--- config.mk ---
export PLATFORM = sky130hd
export DESIGN_NAME = hamm_inject_ctrl
export DESIGN_NICKNAME = d
export VERILOG_FILES = /design/src/rtl/hamm_inject_ctrl_pkg.sv /design/src/rtl/hamm_inject_ctrl_error_inject.sv /design/src/rtl/hamm_inject_ctrl.sv
export SDC_FILE = /design/constraint.sdc
export NUM_CORES = 1
export LEC_CHECK = 0
export ABC_AREA = 0
export ABC_CLOCK_PERIOD_IN_PS = 2350
export BUFFER_PORTS_ARGS = -buffer_cell sky130_fd_sc_hd__buf_2
export CORE_MARGIN = 1.5
export CORE_UTILIZATION = 36
export CTS_BUF_LIST = sky130_fd_sc_hd__clkbuf_4
export DETAILED_ROUTE_END_ITERATION = 8
export PLACE_DENSITY = 0.56
export SLEW_MARGIN = 10
export SYNTH_ARGS = -nofsm -noshare
export SYNTH_HDL_FRONTEND = slang
export SYNTH_HIERARCHICAL = 1
export SYNTH_SLANG_ARGS = --single-unit
--- constraint.sdc ---
create_clock -name clk -period 2.35 [get_ports clk]
set_clock_uncertainty 0.15 [all_clocks]
set_input_delay 0 -clock clk [delete_from_list [all_inputs] [get_ports clk]]
set_output_delay 0 -clock clk [all_outputs]
set_load 0.005 [all_outputs]
--- src/rtl/hamm_inject_ctrl_pkg.sv ---
// Shared encodings and widths for the Hamming(7,4) fault-injection sequencer.
package hamm_inject_ctrl_pkg;

    localparam int unsigned CODE_W = 7;
    localparam int unsigned IDX_W  = 2;

    typedef enum logic [1:0] {
        MODE_OFF   = 2'b00,
        MODE_FIXED = 2'b01,
        MODE_SWEEP = 2'b10,
        MODE_RSVD  = 2'b11
    } mode_e;

    typedef enum logic [1:0] {
        ST_IDLE  = 2'b00,
        ST_RUN   = 2'b01,
        ST_DRAIN = 2'b10,
        ST_DONE  = 2'b11
    } state_e;

endpackage

--- src/rtl/hamm_inject_ctrl_error_inject.sv ---
// Error injector: inverts codeword bit selected by pos; out-of-range pos leaves the word untouched.
module error_inject
    import hamm_inject_ctrl_pkg::*;
(
    input  logic [CODE_W-1:0] code_in,
    input  logic [2:0]        pos,
    output logic [CODE_W-1:0] code_out
);

    always_comb begin
        code_out = code_in;
        for (int unsigned i = 0; i < CODE_W; i++) begin
            if (pos == 3'(i)) begin
                code_out[i] = ~code_in[i];
            end
        end
    end

endmodule

--- src/rtl/hamm_inject_ctrl.sv ---
// Burst sequencer: accepts codewords, optionally flips one data bit, and emits them
// through a one-deep registered output stage tagged with injection info.
module hamm_inject_ctrl
    import hamm_inject_ctrl_pkg::*;
#(
    parameter int unsigned BURST_W = 8
) (
    input  logic               clk,
    input  logic               rstn,
    input  logic               start,
    input  logic               abort,
    input  logic [1:0]         cfg_mode,
    input  logic [1:0]         cfg_idx,
    input  logic [3:0]         cfg_period,
    input  logic [BURST_W-1:0] cfg_len,
    input  logic               in_valid,
    output logic               in_ready,
    input  logic [6:0]         in_code,
    output logic               out_valid,
    input  logic               out_ready,
    output logic [6:0]         out_code,
    output logic               out_inj,
    output logic [1:0]         out_idx,
    output logic               busy,
    output logic               done,
    output logic [BURST_W-1:0] inj_count
);

    state_e              state_q, state_d;
    mode_e               mode_q, mode_d;
    logic [IDX_W-1:0]    cfg_idx_q, cfg_idx_d;
    logic [3:0]          period_q, period_d;
    logic [3:0]          p_q, p_d;
    logic [BURST_W-1:0]  len_q, len_d;
    logic [BURST_W-1:0]  k_q, k_d;
    logic [IDX_W-1:0]    sweep_q, sweep_d;
    logic [BURST_W-1:0]  inj_count_q, inj_count_d;
    logic                out_valid_q, out_valid_d;
    logic [CODE_W-1:0]   out_code_q, out_code_d;
    logic                out_inj_q, out_inj_d;
    logic [IDX_W-1:0]    out_idx_q, out_idx_d;

    logic                accept;
    logic                out_hs;
    logic                inj_hit;
    logic                p_wrap;
    logic [IDX_W-1:0]    inj_idx;
    logic [CODE_W-1:0]   flipped;

    assign in_ready = (state_q == ST_RUN) && (!out_valid_q || out_ready);
    assign accept   = in_valid && in_ready;
    assign out_hs   = out_valid_q && out_ready;
    assign p_wrap   = (period_q != '0) && (p_q == period_q - 4'd1);
    assign inj_hit  = ((mode_q == MODE_FIXED) || (mode_q == MODE_SWEEP)) && p_wrap;
    assign inj_idx  = (mode_q == MODE_SWEEP) ? sweep_q : cfg_idx_q;

    // The injector always flips a bit; the inject decision selects between it and the raw word.
    error_inject u_error_inject (
        .code_in  (in_code),
        .pos      ({1'b0, inj_idx}),
        .code_out (flipped)
    );

    always_comb begin
        state_d     = state_q;
        mode_d      = mode_q;
        cfg_idx_d   = cfg_idx_q;
        period_d    = period_q;
        p_d         = p_q;
        len_d       = len_q;
        k_d         = k_q;
        sweep_d     = sweep_q;
        inj_count_d = inj_count_q;
        out_valid_d = out_valid_q;
        out_code_d  = out_code_q;
        out_inj_d   = out_inj_q;
        out_idx_d   = out_idx_q;

        // abort outranks start and any handshake in the same cycle
        if (abort) begin
            state_d     = ST_IDLE;
            out_valid_d = 1'b0;
        end else begin
            if (out_hs) begin
                out_valid_d = 1'b0;
            end
            if (accept) begin
                out_valid_d = 1'b1;
                out_code_d  = inj_hit ? flipped : in_code;
                out_inj_d   = inj_hit;
                out_idx_d   = inj_hit ? inj_idx : '0;
                k_d         = k_q + BURST_W'(1);
                p_d         = p_wrap ? '0 : ((period_q == '0) ? '0 : p_q + 4'd1);
                if (inj_hit) begin
                    sweep_d = sweep_q + IDX_W'(1);
                    if (inj_count_q != '1) begin
                        inj_count_d = inj_count_q + BURST_W'(1);
                    end
                end
            end
            unique case (state_q)
                ST_IDLE: begin
                    if (start) begin
                        mode_d      = mode_e'(cfg_mode);
                        cfg_idx_d   = cfg_idx;
                        period_d    = cfg_period;
                        len_d       = cfg_len;
                        k_d         = '0;
                        p_d         = '0;
                        sweep_d     = '0;
                        inj_count_d = '0;
                        state_d     = (cfg_len == '0) ? ST_DONE : ST_RUN;
                    end
                end
                ST_RUN: begin
                    if (accept && (k_q + BURST_W'(1) == len_q)) begin
                        state_d = ST_DRAIN;
                    end
                end
                ST_DRAIN: begin
                    if (!out_valid_q || out_hs) begin
                        state_d = ST_DONE;
                    end
                end
                ST_DONE: state_d = ST_IDLE;
                default: state_d = ST_IDLE;
            endcase
        end
    end

    always_ff @(posedge clk) begin
        if (!rstn) begin
            state_q     <= ST_IDLE;
            mode_q      <= MODE_OFF;
            cfg_idx_q   <= '0;
            period_q    <= '0;
            p_q         <= '0;
            len_q       <= '0;
            k_q         <= '0;
            sweep_q     <= '0;
            inj_count_q <= '0;
            out_valid_q <= 1'b0;
            out_code_q  <= '0;
            out_inj_q   <= 1'b0;
            out_idx_q   <= '0;
        end else begin
            state_q     <= state_d;
            mode_q      <= mode_d;
            cfg_idx_q   <= cfg_idx_d;
            period_q    <= period_d;
            p_q         <= p_d;
            len_q       <= len_d;
            k_q         <= k_d;
            sweep_q     <= sweep_d;
            inj_count_q <= inj_count_d;
            out_valid_q <= out_valid_d;
            out_code_q  <= out_code_d;
            out_inj_q   <= out_inj_d;
            out_idx_q   <= out_idx_d;
        end
    end

    assign out_valid = out_valid_q;
    assign out_code  = out_code_q;
    assign out_inj   = out_inj_q;
    assign out_idx   = out_idx_q;
    assign inj_count = inj_count_q;
    assign busy      = (state_q == ST_RUN) || (state_q == ST_DRAIN);
    assign done      = (state_q == ST_DONE);

endmodule

---- Yosys cells after proc, flatten, opt, wreduce, memory -nomap -nowiden ----
Index checks and enable logic that the tools add are counted.
word-level totals
  bits in registers ....................... 51
  input port bits ......................... 29
cells by class
  $add $sub $neg .......................... 5
  equal/unequal tests ..................... 14
  multiplexer cells ....................... 31
  bitwise logic cells ..................... 6
  reductions and logical operators ........ 21
operator list
  operator                                              number
  two-way mux 8 bit                                     8
  two-way mux 4 bit                                     6
  two-way mux 2 bit                                     10
  adder 8 x 1 -> 8 bit (second input constant)          2
  equality test 2 bit (second input constant)           5
  equality test 8 bit                                   1
  zero test 8 bit                                       1
  inequality test 8 bit (second input constant)         1
  case mux 2 bit (4 select lines)                       1
  equality test 2 x 1 -> 1 bit (second input constant)  3
  logical AND 1 bit                                     6
  two-way mux 1 bit                                     6
  NOT 1 bit                                             6
  AND reduction 3 bit                                   2
  adder 4 x 1 -> 4 bit (second input constant)          1
  equality test 4 bit                                   1
  zero test 4 bit                                       1
  logical OR 1 bit                                      4
  inequality test 2 bit (second input constant)         2
  nonzero test 4 bit                                    1
  subtractor 4 x 1 -> 4 bit (second input constant)     1
  zero test 3 bit                                       1
  adder 2 x 1 -> 2 bit (second input constant)          1
  zero test 2 bit                                       1
  5 further kinds                                       5

---- Longest topological paths before layout ----
Gate-level depths: netlist (run 1).
  depth after elaboration ................. 8
  mapped depth ............................ 9
  mapped depth without buffers ............ 8

---- Hierarchy ----
Netlist (run 1), hierarchy kept.
by module, submodules not included
  module            instances  cells each  area each (µm²)  sequential area each (µm²)
  hamm_inject_ctrl  1          341         2740.1           1021.0
  error_inject      1          14          111.4            0.0

---- Least setup slack after synthesis (run 1) ----
OpenSTA, ideal clock, no wires.
  path kind ............................... reg-to-reg
  start ................................... register period_q[0]
  end ..................................... register inj_count_q[2] (netlist: inj_count[2])
  library setup time ...................... 0.128 ns
  arrival time ............................ 1.923 ns
  required time ........................... 2.072 ns
  setup slack ............................. 0.149 ns
  cell stages (with the launch flop) ...... 10
  buffers on the path ..................... 1
  period minus slack after synthesis ...... 2.201 ns
  cells stage by stage .................... dfxtp_1 > inv_1 > ha_1 > xor2_1 > and4bb_2 > nand3_1 > buf_1 > nor4b_1 > xnor2_1 > nor2_1
on the way
  word-level cells in the longest chain between the ends .. 8
  elaborated cells between the ends (all ways) .. 9
  classes of those cells .................. 1 x add/sub; 1 x eq/ne; 4 x mux; 3 x reduce/logical
RTL lines
  what                       RTL line                 RTL
  start, declared            hamm_inject_ctrl.sv:32   logic [3:0] period_q, period_d;
  start signal, assigned     hamm_inject_ctrl.sv:150  period_q <= period_d;
  subtractor 4 x 1 -> 4 bit  hamm_inject_ctrl.sv:53   assign p_wrap = (period_q != '0) && (p_q == period_q - 4'd1);
  equality test 4 bit        hamm_inject_ctrl.sv:53
  logical AND 1 bit (*)      hamm_inject_ctrl.sv:53
  logical AND 1 bit (*)      hamm_inject_ctrl.sv:54   assign inj_hit = ((mode_q == MODE_FIXED) || (mode_q == MODE_SWEEP)) && p_wrap;
  two-way mux 8 bit (*)      hamm_inject_ctrl.sv:94   if (inj_hit) begin
  two-way mux 8 bit (*)      hamm_inject_ctrl.sv:87   if (accept) begin
  two-way mux 8 bit          hamm_inject_ctrl.sv:103  if (start) begin
  two-way mux 8 bit (*)      hamm_inject_ctrl.sv:101  unique case (state_q)
  end signal, assigned       hamm_inject_ctrl.sv:155  inj_count_q <= inj_count_d;
  end, declared              hamm_inject_ctrl.sv:37   logic [BURST_W-1:0] inj_count_q, inj_count_d;
Mark *: on every way between the ends. The rest lies on a longest branch, timed or not.
A chain may end at the register's enable or synchronous reset.

---- Worst setup path after layout (run 1) ----
  start ................................... register k_q[0]
  end ..................................... register state_q[1]
on the way
  word-level cells in the longest chain between the ends .. 5
RTL lines
  what                                      RTL line                 RTL
  start, declared                           hamm_inject_ctrl.sv:35   logic [BURST_W-1:0] k_q, k_d;
  start signal, assigned                    hamm_inject_ctrl.sv:153  k_q <= k_d;
  adder 8 x 1 -> 8 bit                      hamm_inject_ctrl.sv:116  if (accept && (k_q + BURST_W'(1) == len_q)) begin
  equality test 8 bit                       hamm_inject_ctrl.sv:116
  logical AND 1 bit                         hamm_inject_ctrl.sv:116
  inequality test 2 x 1 -> 1 bit (no line)  -
  AND reduction 3 bit (no line)             -
  end signal, assigned                      hamm_inject_ctrl.sv:147  state_q <= state_d;
  end, declared                             hamm_inject_ctrl.sv:29   state_e state_q, state_d;
Every way passes these cells.

==> results.txt, run 1 <==
The tools report the post-placement cell count as 510. The tools report the final wirelength as 7.477 mm. The buffer and inverter count on the worst path came out at 0. The post-route fraction of the period consumed by the critical path came out at 0.9535. The total of flip-flops plus latches after synthesis works out to 51. The flow ran to the end, and the final reports show no timing, DRC or antenna violations. Cell seen most often among critical-path stages: sky130_fd_sc_hd__o31ai_1. The die covers 8464 um^2.

The core outline area is 7687 um^2. The endpoint kind of the worst setup timing path is a register. The buffer count from post-CTS setup fixing is 0, and the aggregate global routing overflow is 0.

The logs give 2737 for the count of vias placed by the detailed router and 0 for the initial antenna violation count. After detailed routing, the number of vias per cell comes to 5.013. Counting every sink on the clock net gives 51. Initial core utilization: 0.3709. The critical path goes through ha_1, nor3b_1, o21a_1, o31ai_1, o31ai_1, nand2_1, mux2_1. Entering global routing, the biggest net connects 22 pins. In the final design database the tool counted 482 nets.

The synthesized design contains 0 enable-type register cells. The root buffer cell chosen for the clock tree is sky130_fd_sc_hd__clkbuf_4. In the final routed layout, each cell accounts on average for 13.69 um. Deepest level of the CTS H-tree: 2.

Type of the worst setup path: reg -> reg. The clock reaches the later pin of the worst-skew pair after 0.38 ns. The first routing iteration left 109 violations. Synthesis handed over a netlist of 355 instances.

The final max-slew violation count was 0; the last weighted congestion value of the routability-driven placer was 0.8304. For the final routed database, the setup TNS stands at 0 ns. For the number of placement rows, the log shows 32.

Kind of cell with the highest combined delay on the critical path: compound AO/OA/AOI/OAI gates. Type of the worst min-delay path: in -> reg. The fraction of registers with async set or reset after synthesis was 0; the fmax was 0.4463 GHz.

The slowest cell on the critical path was sky130_fd_sc_hd__o31ai_1. The critical path startpoint category is a register. The number of warnings reported in the yosys synthesis log is 6. Synthesis instantiated 51 different standard cells from the library. Buffers inserted during clock tree synthesis total 5. The first global-routing pass estimated 12.50 mm of wire. STA puts the critical path data required time at 2.48 ns. Setup repair after global routing could not meet its margin everywhere. The library cells used most frequently in the layout, excluding fill and tap cells, are 61 x sky130_fd_sc_hd__nand2_1, 50 x sky130_fd_sc_hd__buf_2, 48 x sky130_fd_sc_hd__dfxtp_1. The most common library cell in the layout ignoring fill and taps is sky130_fd_sc_hd__nand2_1. Hold violation count in the final report: 0.

From left edge to right edge, the die measures 92 um. Data arrives at the worst endpoint at 2.37 ns. Final critical delay including setup and external delays: 2.241 ns. In the synthesized netlist the dominant register cell turns out to be sky130_fd_sc_hd__dfxtp_1. The total of endpoints with negative setup slack in the final report was 0; the area overhead of the layout relative to synthesis was 29.93%. The run gives 0.3581 as the sequential cell area fraction in the yosys report. The fraction of layout cells with a size suffix above 1 was 0.2140; the clock-pin transition on the worst setup and hold timing paths was 0.17 ns. Smallest hold slack: 0.01972 ns.

Maximum resistive drop on vdd: 0.2241 mV. Final instance count without filler cells: 546. After legalization and detailed placement, the total HPWL measured 5.246 mm. The tools report the number of remaining DRC errors as 0. The number of antenna diodes in the final layout is 0. The first detailed-routing pass ran for 4 iterations. Dividing total power by cell area gives a power density of 461.5 nW/um^2.

The run gives 0.4735 as the worst-case headroom to the max-slew limit. The mapped netlist covers 2851 um^2. The highest cell delay on the worst timing path came out at 0.44 ns. TritonCTS built the clock tree. The logs give 2 for the maximum buffer depth of the clock tree and 0 for the max capacitance violation total. Average footprint of a synthesized cell: 8.032 um^2. The count of nets left with antenna violations once routing finished came out at 0.

For the pin with the worst max-slew slack, the measured transition is 0.7889 ns. The number of global-route vias before repair is 2623, and the number of buffers inserted by port buffering is 50. The aggregate global-route resource usage is 0.1828. The die is 92 um tall. The fraction of the core area covered by cells at the end of the flow was 0.4819; the maximum fanout count along the critical path was 7. For the reported leakage power, the log shows 0.001446 uW. Pin placement for this block handled 51 I/O pins.
## report_power, final
part	total [uW]	internal (uW)	switching [uW]	leakage, uW
Combinational	269	127	142	0.000990
Sequential	903	887	15.4	0.000415
Clock	538	228	311	0.0000418
Total	1710	1240	468	0.00145
## kinds of logic (layout without fill, tap and decap cells)
logic type | Yosys count | in the layout | share of synthesized area
fa+ha+maj | 10 | 10 | 0.04388
other cells | 1 | 7 | 0.001315
buf+inv | 28 | 111 | 0.03730
xor+xnor | 30 | 30 | 0.09214
mux | 4 | 4 | 0.01580
flops | 51 | 51 | 0.3581
compound gates | 64 | 64 | 0.1558
simple gates | 167 | 167 | 0.2957
## cell type report
cell class              count  area [um^2]
clock inverters             3        46.29
repair buffers             93        643.1
flip-flops and latches     51         1025
well taps                 102        127.6
inverters                  10        37.54
clock buffers               5        37.54
multi-input cells         282         1788
fillers                   794         3983
## routing by layer
layer  routed length, um  track usage  vias to the layer above  share of wire
met5                   0            0                        -              0
met4                  71      0.03974                        0         0.0095
met3                 213      0.03151                        7          0.028
met2                3363       0.2957                       50           0.45
met1                3828       0.2542                     1265           0.51
li1                    -            -                     1415              -
## repair_timing
action / CTS / global route
hold buffers: 28 / 0
resized for setup: 0 / 11
endpoints found under the setup margin: 0 / 7
endpoints found under the hold margin: 33 / 0
## cell usage after synthesis, types with 3 or more instances
cell type,count,area [um^2]
sky130_fd_sc_hd__nand2_1,62,232.7
sky130_fd_sc_hd__nor3b_1,6,45.04
sky130_fd_sc_hd__a21boi_0,11,82.58
sky130_fd_sc_hd__mux2_2,3,33.78
sky130_fd_sc_hd__nand2b_1,6,37.54
sky130_fd_sc_hd__clkbuf_1,16,60.06
sky130_fd_sc_hd__a21oi_1,21,105.1
sky130_fd_sc_hd__or4_1,3,22.52
sky130_fd_sc_hd__nor2_1,28,105.1
sky130_fd_sc_hd__nand4_1,5,31.28
sky130_fd_sc_hd__nor3_1,6,30.03
sky130_fd_sc_hd__o21ai_0,7,35.03
sky130_fd_sc_hd__inv_1,10,37.54
sky130_fd_sc_hd__ha_1,10,125.1
sky130_fd_sc_hd__nor4_1,7,43.79
sky130_fd_sc_hd__o31ai_1,3,22.52
sky130_fd_sc_hd__a311oi_1,7,61.31
sky130_fd_sc_hd__dfxtp_1,51,1021
sky130_fd_sc_hd__and3_1,3,18.77
sky130_fd_sc_hd__xnor2_1,14,122.6
sky130_fd_sc_hd__and2_1,3,18.77
sky130_fd_sc_hd__xor2_1,16,140.1
sky130_fd_sc_hd__nand3b_1,3,22.52
sky130_fd_sc_hd__nand3_1,19,95.09
sky130_fd_sc_hd__nor2b_1,3,18.77
## path summary, 6_finish.rpt
| kind | startpoint | slack (ns) | end | cells after the start |
|---|---|---|---|---|
| max | k_q[0] | 0.11 | state_q[1] | 7 |
| min reg2reg | cfg_idx_q[1] | 0.32 | cfg_idx_q[1] | 2 |
| min | start | 0.02 | inj_count[1] | 5 |
| max reg2reg | k_q[0] | 0.11 | state_q[1] | 7 |
## per-stage QoR
stage               power (uW)  cell area [um^2]  setup WS (ns)
floorplan                 1066              2874         0.1490
global placement          1149              3296         0.1195
detailed placement        1152              3296        0.02059
CTS                       1716              3660       0.008827
global route              1793              3705       -0.09367
finish                    1710              3705         0.1093
## flip-flops by register name, indices dropped and copies added, names as in the netlist, 4 cells and up
signal	count
inj_count	8
k_q	8
len_q	8
out_code	7
p_q	4
period_q	4
## worst reg2reg max path: stages, from the launching register on
cell,delay (ns)
sky130_fd_sc_hd__dfxtp_1,0.34
sky130_fd_sc_hd__ha_1,0.28
sky130_fd_sc_hd__nor3b_1,0.17
sky130_fd_sc_hd__o21a_1,0.16
sky130_fd_sc_hd__o31ai_1,0.44
sky130_fd_sc_hd__o31ai_1,0.15
sky130_fd_sc_hd__nand2_1,0.13
sky130_fd_sc_hd__mux2_1,0.33
No activity file was read; power rests on OpenSTA's default activity.
==> run 2, diff against run 1 <==
--- a/config.mk
+++ b/config.mk
@@ -13,8 +13,6 @@
 export CTS_BUF_LIST = sky130_fd_sc_hd__clkbuf_4
 export DETAILED_ROUTE_END_ITERATION = 8
 export PLACE_DENSITY = 0.56
-export SLEW_MARGIN = 10
 export SYNTH_ARGS = -nofsm -noshare
 export SYNTH_HDL_FRONTEND = slang
-export SYNTH_HIERARCHICAL = 1
 export SYNTH_SLANG_ARGS = --single-unit
==> run 2 against run 1 <==
Effect of this change: the flow now finishes with violations (negative setup slack); first-iteration DRC count shrank 24%; sequential share of layout area shrank 0.36 points; critical path depth grew 2; register-to-register slack lost 0.13 ns; worst setup slack lost 0.13 ns; sequential cell count is the same; power grew 4.7%; clock power grew 18%; critical endpoint is now inj_count[1].
==> results.txt, run 2 <==
The post-route fraction of the period consumed by the critical path is 1.009 (+0.05543), and the number of global-route vias before repair is 2285 (-13%). The count of flip-flops with a built-in enable after synthesis was 0 (unchanged); the aggregate global routing overflow was 0 (unchanged). The min-delay analysis places its worst path in the category in -> reg.

The die span in x works out to 89.36 um (-2.9%). The max capacitance violation total is 0 (unchanged). By area, the combinational part of the netlist is dominated by simple AND/OR/NAND/NOR gates. Clock latency on the worst-skew pair: 0.39 ns (about the same).

The tools report the aggregate global-route resource usage as 0.1704 (-0.01242). The XOR/XNOR share of the synthesized area works out to 0.09972 (+0.007575). The initial antenna violation count was 0 (unchanged); the power density of the placed cells was 477.7 nW/um^2 (+3.5%). Among all flip-flop cells after synthesis, the most frequent one is sky130_fd_sc_hd__dfxtp_1. Setup slack after layout: -0.02093 ns (-0.1303 ns). The die boundary height is 89.36 um (-2.9%). By area the synthesized netlist is led by sky130_fd_sc_hd__dfxtp_1 38%, sky130_fd_sc_hd__nand2_1 8.1%, sky130_fd_sc_hd__a21boi_0 6.7%. The run gives 7253 um^2 (-5.6%) as the core outline area. The sequential cell area fraction in the yosys report came out at 0.3802 (+0.02219). The tools report the endpoint kind of the worst setup timing path as a register.

The initial core utilization was 0.3702 (-0.0007395). TritonCTS built the clock tree. The fraction of layout cells with a size suffix above 1 is 0.2547 (+0.04071), and the number of warnings reported in the yosys synthesis log is 0 (-6).

The smallest hold slack was 0.04682 ns (+0.02710 ns); the maximum fanout count along the critical path was 5 (-2). Final-stage net count: 466 (-3.3%). The hold violation count in the final report was 0 (unchanged). The portion of netlist area occupied by mux cells was 0.01864 (+0.002843). The critical path startpoint category was a register.

The area of the die is 7985 um^2 (-5.7%), and the final critical delay including setup and external delays is 2.371 ns (+0.1303 ns). The post-route antenna net violation count is 0 (unchanged). The area share of and/or/nand/nor cells after synthesis works out to 0.2526 (-0.04318). The run gives 44 (-14%) as the count of cell types in the netlist.

The run gives 0.3194 mV (+43%) as the maximum resistive drop on vdd. The data arrival time of the worst path came out at 2.52 ns (+0.15 ns). The run finished, with violations left.

The mean routed wirelength per cell works out to 12.38 um (-9.6%). Global-route wire length before repair: 10.64 mm (-15%). The cell count after synthesis came out at 325 (-8.5%). The checks that failed: negative setup slack. The most common library cell in the layout ignoring fill and taps is sky130_fd_sc_hd__nand2_1.

For the reported leakage power, the log shows 0.001483 uW (+2.6%). The tools report the net count of the mapped netlist as 364. In the post-synthesis netlist, the cell with the most instances is sky130_fd_sc_hd__nand2_1. The count of vias placed by the detailed router is 2570 (-6.1%), and the transition time at the pin with the least slew margin is 0.5096 ns (-0.2793 ns). The logs give 20 (-9.1%) for the maximum number of pins on one net before global-route repair and 83 (-24%) for the number of DRC violations after detailed-routing iteration 0. Required time at the worst-slack endpoint: 2.50 ns (+0.02 ns). The post-synthesis compound-gate area fraction was 0.1664 (+0.01059).

The antenna diode instance count is 0 (unchanged). The sum of negative setup slack was -0.02093 ns (-0.02093 ns); the I/O pin count was 51 (unchanged). The number of placement rows was 31 (-3.1%). For the final wirelength, the log shows 6.526 mm (-13%). Setup repair after global routing could not meet its margin everywhere. The fraction of registers with async set or reset after synthesis came out at 0 (unchanged).

The commonest cells after synthesis are 58 x sky130_fd_sc_hd__nand2_1, 51 x sky130_fd_sc_hd__dfxtp_1, 24 x sky130_fd_sc_hd__a21boi_0, 19 x sky130_fd_sc_hd__xnor2_1, 18 x sky130_fd_sc_hd__a21oi_1. Compared with the post-synthesis result, the final layout area differs by 39.61%. The top-area cell type share of the netlist area is 0.3802 (+0.02219). On the critical path the largest part of the delay comes from simple AND/OR/NAND/NOR gates. The deepest level of the CTS H-tree came out at 2 (unchanged). The tools report the CTS root buffer as sky130_fd_sc_hd__clkbuf_4. The CTS sink count is 51 (unchanged). The adder and majority gate portion of the synthesized area is 0.04660 (+0.002719), and the cell area after technology mapping is 2685 um^2 (-5.8%). The number of remaining DRC errors came out at 0 (unchanged). The biggest area contributor in the post-synthesis netlist is sky130_fd_sc_hd__dfxtp_1. The highest cell delay on the worst timing path was 0.53 ns (+0.09 ns). The clock-pin transition on the worst setup and hold timing paths is 0.17 ns (about the same). The total of endpoints with negative setup slack in the final report came out at 1 (+1). By startpoint and endpoint, the worst setup path is classified as reg -> reg. The final max-slew violation count was 0 (unchanged); the total of flip-flops plus latches after synthesis was 51 (unchanged). The number of buffers inserted by port buffering is 50 (unchanged). For the fmax, the log shows 0.4218 GHz (-5.5%). The count of TritonRoute iterations in the first routing pass was 4 (unchanged). Slowest cell on the critical path: sky130_fd_sc_hd__or4_4. The run gives 0.6602 (+0.1868) as the worst-case headroom to the max-slew limit. The tools report the last weighted congestion value of the routability-driven placer as 0.8063 (-2.9%). The buffer and inverter count on the worst path was 2 (+2); the number of buffers added by the clock tree synthesis step was 5 (unchanged). The half-perimeter wire length after placement is 4.587 mm (-13%), and the routed via count divided by cell count is 4.877 (-2.7%).

Average footprint of a synthesized cell: 8.262 um^2 (+2.9%). The critical path goes through inv_2, ha_4, xor2_1, nand3_1, or4_4, or3_4, buf_6, nand4_1, o211ai_1. The run gives 2 (unchanged) as the maximum buffer depth of the clock tree. In the layout the commonest cells are 58 x sky130_fd_sc_hd__nand2_1, 50 x sky130_fd_sc_hd__buf_2, 49 x sky130_fd_sc_hd__dfxtp_1.
-- run 2: cell count changes after synthesis, sizes merged, moves of 6 or more --
cell | before | now
or3 | 2 | 9
a21boi | 11 | 25
nor2 | 28 | 16
nand3 | 20 | 11
xor2 | 16 | 9
a311oi | 7 | 1
-- run 2: path summary, 6_finish.rpt --
path | start | endpoint | slack (ns) | cells after the start
max | period_q[0] | inj_count[1] | -0.02 | 9
min | in_valid | p_q[1] | 0.05 | 4
max reg2reg | period_q[0] | inj_count[1] | -0.02 | 9
min reg2reg | out_inj | out_inj | 0.32 | 2
-- run 2: power breakdown --
| group | internal, uW | switching [uW] |
|---|---|---|
| Sequential | 886 | 16.8 |
| Combinational | 133 | 119 |
| Clock | 331 | 305 |
| Total | 1350 | 440 |
-- run 2: timing repair --
action	in CTS	in global routing
setup buffers	3	2
cloned	0	0
endpoints found under the setup margin	14	17
hold endpoints to repair	35	0
pin swaps	5	4
resized for setup	7	7
hold buffers	31	0
-- run 2: through the flow --
step / total power [uW] / cell area [um^2] / cells / setup slack [ns] / utilization
3_5_place_dp: 1133 / 3222 / 483 / -0.1134 / 0.4442
2_1_floorplan: 1049 / 2725 / 325 / -0.04959 / -
6_report: 1791 / 3749 / 527 / -0.02093 / 0.5168
4_1_cts: 1803 / 3697 / 525 / -0.02334 / 0.5097
3_3_place_gp: 1131 / 3222 / 483 / -0.06919 / 0.4442
5_1_grt: 1858 / 3749 / 527 / -0.1117 / 0.5168
-- run 2: cell families (layout without fill, tap and decap cells) --
logic type,count (synthesis),after routing
AO/OA/AOI/OAI,69,69
XOR/XNOR,29,29
adder cells (fa/ha/maj),10,10
buffers and inverters,25,128
flip-flops,51,51
multiplexers,5,5
AND/OR/NAND/NOR,136,136
-- run 2: cell type report --
cell class,instances,area (um^2)
timing repair buffer,112,797.0
clock inverter,3,67.56
multi-input combinational,249,1669
clock buffer,5,37.54
fill,700,3505
tap,99,123.9
inverter,8,30.03
sequential,51,1023
-- run 2: tightest hold or removal path: stages --
cell and delay [ns]:
sky130_fd_sc_hd__buf_2 0.10, sky130_fd_sc_hd__and3_1 0.25, sky130_fd_sc_hd__nand4_1 0.12, sky130_fd_sc_hd__a21boi_0 0.07
-- run 2: metal layers --
| layer | part of all wire | vias up | global-route usage |
|---|---|---|---|
| li1 | - | 1331 | - |
| met1 | 0.51 | 1172 | 0.2410 |
| met2 | 0.44 | 59 | 0.2700 |
| met3 | 0.037 | 8 | 0.02862 |
| met4 | 0.010 | 0 | 0.04196 |
| met5 | 0 | - | 0 |
